--- config.mk ---
export PLATFORM = sky130hd
export DESIGN_NAME = eaglesong_coeff_sequencer
export DESIGN_NICKNAME = d
export VERILOG_FILES = /design/src/rtl/eaglesong_coeff_sequencer.sv
export SDC_FILE = /design/constraint.sdc
export NUM_CORES = 1
export LEC_CHECK = 0
export CAP_MARGIN = 20
export CORE_MARGIN = 10
export CORE_UTILIZATION = 40
export DETAILED_ROUTE_END_ITERATION = 8
export HOLD_SLACK_MARGIN = 0.08
export PLACE_DENSITY = 0.63
export SLEW_MARGIN = 25
export SYNTH_ARGS = -nofsm -noshare
export SYNTH_HDL_FRONTEND = slang
export SYNTH_SLANG_ARGS = --single-unit
--- constraint.sdc ---
create_clock -name clk -period 6.8 [get_ports clk]
set_clock_uncertainty 0.05 [all_clocks]
set_input_delay 1.02 -clock clk [delete_from_list [all_inputs] [get_ports clk]]
set_output_delay 1.02 -clock clk [all_outputs]
set_load 0.05 [all_outputs]
--- src/rtl/eaglesong_coeff_sequencer.sv ---
`default_nettype none
// ============================================================================
// Module      : eaglesong_coeff_sequencer
// Description : Accepts a state-word index on a valid/ready request port and
//               streams that word's Eaglesong theta rotation coefficients,
//               one per beat, on a valid/ready output port tagged with the
//               beat number, a last flag and an out-of-range error flag.
// Revision    : 1.0 - initial release
// ============================================================================
module eaglesong_coeff_sequencer #(
    parameter int COEFF_WIDTH     = 5,
    parameter int NUM_WORDS       = 16,
    parameter int COEFFS_PER_WORD = 3,
    parameter int IDX_WIDTH       = 7,
    parameter logic [NUM_WORDS*COEFFS_PER_WORD*COEFF_WIDTH-1:0] COEFF_TABLE = {
        5'd13, 5'd1,  5'd0,   5'd8,  5'd7,  5'd0,   5'd17, 5'd7,  5'd0,
        5'd27, 5'd12, 5'd0,   5'd31, 5'd4,  5'd0,   5'd7,  5'd4,  5'd0,
        5'd18, 5'd12, 5'd0,   5'd22, 5'd18, 5'd0,   5'd12, 5'd3,  5'd0,
        5'd26, 5'd17, 5'd0,   5'd8,  5'd3,  5'd0,   5'd31, 5'd27, 5'd0,
        5'd14, 5'd3,  5'd0,   5'd19, 5'd4,  5'd0,   5'd22, 5'd13, 5'd0,
        5'd4,  5'd2,  5'd0
    },
    localparam int BEAT_W = (COEFFS_PER_WORD > 1) ? $clog2(COEFFS_PER_WORD) : 1
) (
    input  logic                   clk,
    input  logic                   rst,
    input  logic                   req_valid_i,
    output logic                   req_ready_o,
    input  logic [IDX_WIDTH-1:0]   req_word_i,
    output logic                   out_valid_o,
    input  logic                   out_ready_i,
    output logic [COEFF_WIDTH-1:0] out_coeff_o,
    output logic [BEAT_W-1:0]      out_beat_o,
    output logic                   out_last_o,
    output logic                   out_err_o,
    output logic                   busy_o
);

    localparam int NUM_ENTRIES = NUM_WORDS * COEFFS_PER_WORD;
    localparam int ADDR_W      = (NUM_ENTRIES > 1) ? $clog2(NUM_ENTRIES) : 1;
    // One extra bit so NUM_WORDS is representable even when it equals 2**IDX_WIDTH.
    localparam logic [IDX_WIDTH:0] C_NUM_WORDS = (IDX_WIDTH+1)'(NUM_WORDS);

    typedef enum logic [0:0] {
        ST_IDLE   = 1'b0,
        ST_STREAM = 1'b1
    } state_t;

    state_t                 state_q, state_d;
    logic [ADDR_W-1:0]      base_q, base_d;
    logic [BEAT_W-1:0]      beat_q, beat_d;
    logic [COEFF_WIDTH-1:0] coeff_q, coeff_d;
    logic                   last_q, last_d;
    logic                   err_q, err_d;

    logic [COEFF_WIDTH-1:0] w_tab [NUM_ENTRIES];
    logic                   w_req_bad;
    logic                   w_accept;
    logic [ADDR_W-1:0]      w_load_addr;
    logic [ADDR_W-1:0]      w_next_addr;
    logic [BEAT_W-1:0]      w_beat_nxt;

    // Unpack the flat coefficient vector into an addressable table.
    for (genvar e = 0; e < NUM_ENTRIES; e++) begin : g_tab
        assign w_tab[e] = COEFF_TABLE[e*COEFF_WIDTH +: COEFF_WIDTH];
    end

    // Range check uses the full index width, so high bits can never alias
    // onto a legal word; the truncated address is only used when legal.
    assign w_req_bad   = ({1'b0, req_word_i} >= C_NUM_WORDS);
    assign w_load_addr = ADDR_W'(req_word_i) * ADDR_W'(COEFFS_PER_WORD);
    assign w_beat_nxt  = beat_q + BEAT_W'(1);
    assign w_next_addr = base_q + ADDR_W'(w_beat_nxt);

    // A new request may be taken while idle or on the final beat's transfer.
    assign req_ready_o = !rst && ((state_q == ST_IDLE) ||
                                  (last_q && out_ready_i));
    assign w_accept    = req_valid_i && req_ready_o;

    assign out_valid_o = (state_q == ST_STREAM);
    assign busy_o      = (state_q == ST_STREAM);
    assign out_coeff_o = coeff_q;
    assign out_beat_o  = beat_q;
    assign out_last_o  = last_q;
    assign out_err_o   = err_q;

    // Next-state and registered-output computation.
    always_comb begin
        state_d = state_q;
        base_d  = base_q;
        beat_d  = beat_q;
        coeff_d = coeff_q;
        last_d  = last_q;
        err_d   = err_q;

        if (w_accept) begin
            // Load beat 0 of the new request (possibly chained onto a last beat).
            state_d = ST_STREAM;
            beat_d  = '0;
            if (w_req_bad) begin
                base_d  = '0;
                coeff_d = '0;
                last_d  = 1'b1;
                err_d   = 1'b1;
            end else begin
                base_d  = w_load_addr;
                coeff_d = w_tab[w_load_addr];
                last_d  = (COEFFS_PER_WORD == 1);
                err_d   = 1'b0;
            end
        end else if ((state_q == ST_STREAM) && out_ready_i) begin
            if (last_q) begin
                state_d = ST_IDLE;
                base_d  = '0;
                beat_d  = '0;
                coeff_d = '0;
                last_d  = 1'b0;
                err_d   = 1'b0;
            end else begin
                beat_d  = w_beat_nxt;
                coeff_d = w_tab[w_next_addr];
                last_d  = (w_beat_nxt == BEAT_W'(COEFFS_PER_WORD - 1));
            end
        end
    end

    // State and output registers with synchronous reset.
    always_ff @(posedge clk) begin
        if (rst) begin
            state_q <= ST_IDLE;
            base_q  <= '0;
            beat_q  <= '0;
            coeff_q <= '0;
            last_q  <= 1'b0;
            err_q   <= 1'b0;
        end else begin
            state_q <= state_d;
            base_q  <= base_d;
            beat_q  <= beat_d;
            coeff_q <= coeff_d;
            last_q  <= last_d;
            err_q   <= err_d;
        end
    end

endmodule
`default_nettype wire

==> results by group <==
Status
  – Run status: completed

Synthesis
  – Top cell type's share of synthesized area: 0.139
  – Total of warnings raised by yosys: 0
  – Fraction of the mapped netlist area in compound gates: 0.337
  – Synth area leader: sky130_fd_sc_hd__dfxtp_1
  – Proportion of synthesized area in mux cells: 0.0239
  – Synth cell types: 70
  – Predominant post-synthesis flop cell: sky130_fd_sc_hd__dfxtp_1
  – Number of register bits inferred by synthesis: 16
  – Synthesized Nets: 342
  – Parity-gate share of the synthesized area counting xor and xnor cells: 0.0522
  – Biggest area contributors in the synthesized netlist: sky130_fd_sc_hd__dfxtp_1, sky130_fd_sc_hd__ha_1, sky130_fd_sc_hd__a21oi_1
  – Proportion of register bits with asynchronous set or reset after synthesis: 0
  – Number of synthesized flops with an enable pin: 0
  – Adder-cell share of the synthesized area: 0.126
  – Synth Area per Inst: 7.44 sq um
  – Netlist area before placement: 2300 sq um
  – Portion of the post-synthesis area used by sequential elements: 0.139
  – Main combinational cell family by area after synthesis: compound AO/OA/AOI/OAI gates
  – Gate count of the mapped netlist: 309
  – Area share of and/or/nand/nor cells after synthesis: 0.230

Timing
  – Unrepaired setup endpoints after global routing: false
  – Final worst-path cycle share: 0.614
  – Max_slew headroom: 0.324
  – Final max-slew violation count: 0
  – Final critical delay including setup and external delays: 4.18 ns
  – Final count of negative-setup-slack endpoints: 0
  – Number of hold violations in the final report: 0
  – Actual slew at the worst max-slew pin: 1.01 ns
  – Peak clock frequency supported by timing: 0.240 GHz
  – Final sum of negative setup slack: 0 ns

Power
  – VDD IR-drop max: 0.126 mV
  – Leakage: 0.899 nW
  – Pwr Density: 140 nW/um^2
  – Final Total Pwr: 0.000353 W

Global routing
  – Number of antenna violations at the first check in global routing: 0
  – Global Route Usage Sum: 0.133
  – Global route overflow: 0
  – First-pass GRT wire length: 10100 um
  – Via count of the first global-routing pass: 2100
  – Pin count of the biggest net entering global routing: 25

Floorplanning
  – Ports: 23
  – Die outline area: 9180 sq um
  – Width of the chip: 95.8 um
  – Chip Height: 95.8 um
  – Starting Density: 0.415
  – Count of standard-cell rows: 27
  – Core region area: 5540 sq um

Critical path
  – Critical-path top delay cell: sky130_fd_sc_hd__fa_1
  – Critical path's top delay family: adder cells
  – R2R Setup Slk: 3.53 ns
  – WS Path Type: in -> reg
  – Worst Setup Start Kind: input pin
  – Maximum fanout count along the critical path: 24
  – Critical-path cell list: clkdlybuf4s50_1 > ha_1 > fa_1 > clkinv_1 > a311oi_1 > o21ai_0 > o311ai_0 > a311oi_1
  – Reg-to-reg critical path startpoint: out_beat_o[1]
  – Worst path bufs/invs: 2
  – Capturing point of the worst reg2reg path: out_coeff_o[0]
  – Required time of the worst setup path: 6.85 ns
  – Top cell by count, worst path: sky130_fd_sc_hd__a311oi_1
  – Data arrival time at the worst-slack endpoint: 4.22 ns
  – Kind of end point of the critical path: register
  – Length in cells of the worst reg-to-reg path: 9
  – Largest stage delay on the critical path: 1.01 ns

Placed design
  – GP Congestion: 0.874
  – # port buffers: 22
  – DP Wirelength: 4440 um
  – Total instance count after detailed placement: 376

Final layout
  – Post-route non-filler standard cell count: 380
  – Ratio of cells with drive above 1 in the final layout: 0.0649
  – Most common cell after layout, fill and taps aside: sky130_fd_sc_hd__nand2_1
  – # nets final: 342
  – Most used cells in the layout excluding fill and tap cells: sky130_fd_sc_hd__nand2_1, sky130_fd_sc_hd__a21oi_1, sky130_fd_sc_hd__clkdlybuf4s50_1, sky130_fd_sc_hd__nor2_1, sky130_fd_sc_hd__ha_1
  – Syn-to-layout area delta: 9.68%
  – Number of antenna diodes: 0
  – Fill cell instance count of the final layout: 574

Clock tree
  – Clock-pin slew on the worst setup and hold paths: 0.07 ns
  – Clock Path Buffers: 2
  – Inserted Clock Buffers: 3
  – Count of hold-fix buffers inserted at cts: 0
  – Number of clock sinks: 16
  – H-tree level count: 1
  – TritonCTS clock tree: built
  – Total setup buffers inserted after CTS: 0
  – Buffer cell driving the clock tree root: sky130_fd_sc_hd__clkbuf_8
  – Post-cts resize count: 0
  – Clock latency on the worst-skew pair: 0.25 ns

Worst hold path
  – Hold endpoint: out_err_o
  – Hold wc startpoint: out_err_o
  – Worst hold stages: 2
  – Tightest Hold Check Type: reg -> reg

Route
  – Routed wire per std cell: 15.5 um
  – Number of iterations in the first detailed-routing pass: 5
  – DRC Markers: 0
  – 1st-iter DRT viols: 306
  – Antenna-violating nets left: 0
  – Via count: 2342
  – Number of vias per cell after detailed routing: 6.16
  – Detailed-route wire length: 5910 um

Flow run
  – Number of max-cap violations: 0
-- worst max path at each step --
stage	start	end	slack, ns	cells after the start
floorplan	out_beat_o[1]	out_coeff_o[2]	3.55	11
global placement	req_word_i[1]	out_coeff_o[2]	2.48	9
detailed placement	req_word_i[1]	out_coeff_o[4]	2.41	8
CTS	req_word_i[1]	out_coeff_o[2]	2.67	9
global route	req_word_i[1]	out_coeff_o[4]	2.31	8
finish	req_word_i[1]	out_coeff_o[4]	2.62	8
-- cell usage after synthesis (all sizes together) (4+ instances only) --
cell type,count
xnor2,7
nand2,25
mux2,4
inv,17
a311oi,4
nand3,14
ha,20
nand4,4
o311ai,6
o211ai,7
clkbuf,10
a21o,4
xor2,5
o21ai,14
a22oi,6
dfxtp,16
a21oi,24
a211oi,6
nor4,4
nor3,14
nand2b,6
nor2,21
buf,17
o221ai,5
nor3b,4
-- through the flow --
stage	util	instance area [sq um]	hold WS (ns)	setup slack, ns
floorplan	-	2300	0.420	3.55
global placement	0.445	2470	0.401	2.48
detailed placement	0.445	2470	0.403	2.41
CTS	0.455	2520	0.416	2.67
global route	0.455	2520	0.480	2.31
finish	0.455	2520	0.415	2.62
-- worst register-to-register path: stages, from the launching register on --
cell                       delay, ns
sky130_fd_sc_hd__dfxtp_1        0.35
sky130_fd_sc_hd__inv_1          0.05
sky130_fd_sc_hd__ha_1           0.32
sky130_fd_sc_hd__fa_1           0.59
sky130_fd_sc_hd__xnor2_1        0.84
sky130_fd_sc_hd__mux2_2         0.43
sky130_fd_sc_hd__nand3_1        0.08
sky130_fd_sc_hd__o41ai_1        0.09
sky130_fd_sc_hd__o211ai_1       0.17
sky130_fd_sc_hd__o21ai_0        0.12
-- cell families (layout without fill, tap and decap cells) --
logic type                 after synthesis  after routing
AOI/OAI and AO/OA                      106            106
xor gates and xnor gates                12             12
adders and majority gates               22             22
buffers and inverters                   45             44
DFF                                     16             16
muxes                                    5              5
and+or+nand+nor                        103            103
-- state kept, by name (all words and copies together), names as in the netlist --
signal	count
out_err_o	1
out_coeff_o	5
out_last_o	1
busy_o	1
out_beat_o	2
base_q	6
-- power by group --
group          leakage, nW  switching, W  internal, W
sequential           0.130    0.00000443    0.0000975
combinational        0.740      0.000105    0.0000614
clock               0.0288     0.0000337    0.0000514
total                0.899      0.000143     0.000210
-- per-layer routing --
| metal | vias up | track usage | wire length (um) |
|---|---|---|---|
| met3 | 8 | 0.0327 | 473 |
| li1 | 1163 | - | - |
| met1 | 1067 | 0.194 | 2830 |
| met5 | - | 0 | 0 |
| met2 | 104 | 0.195 | 2560 |
| met4 | 0 | 0.0172 | 44 |
-- final cells by class --
class                           instances  area [sq um]  area share
Clock buffer                            4          55.1      0.0218
Inverter                               18          67.6      0.0268
Multi-Input combinational cell        248          1770       0.701
Sequential cell                        16           320       0.127
Tap cell                               72          90.1      0.0357
Timing Repair Buffer                   22           220      0.0873
(Power assumes the default switching activity.)
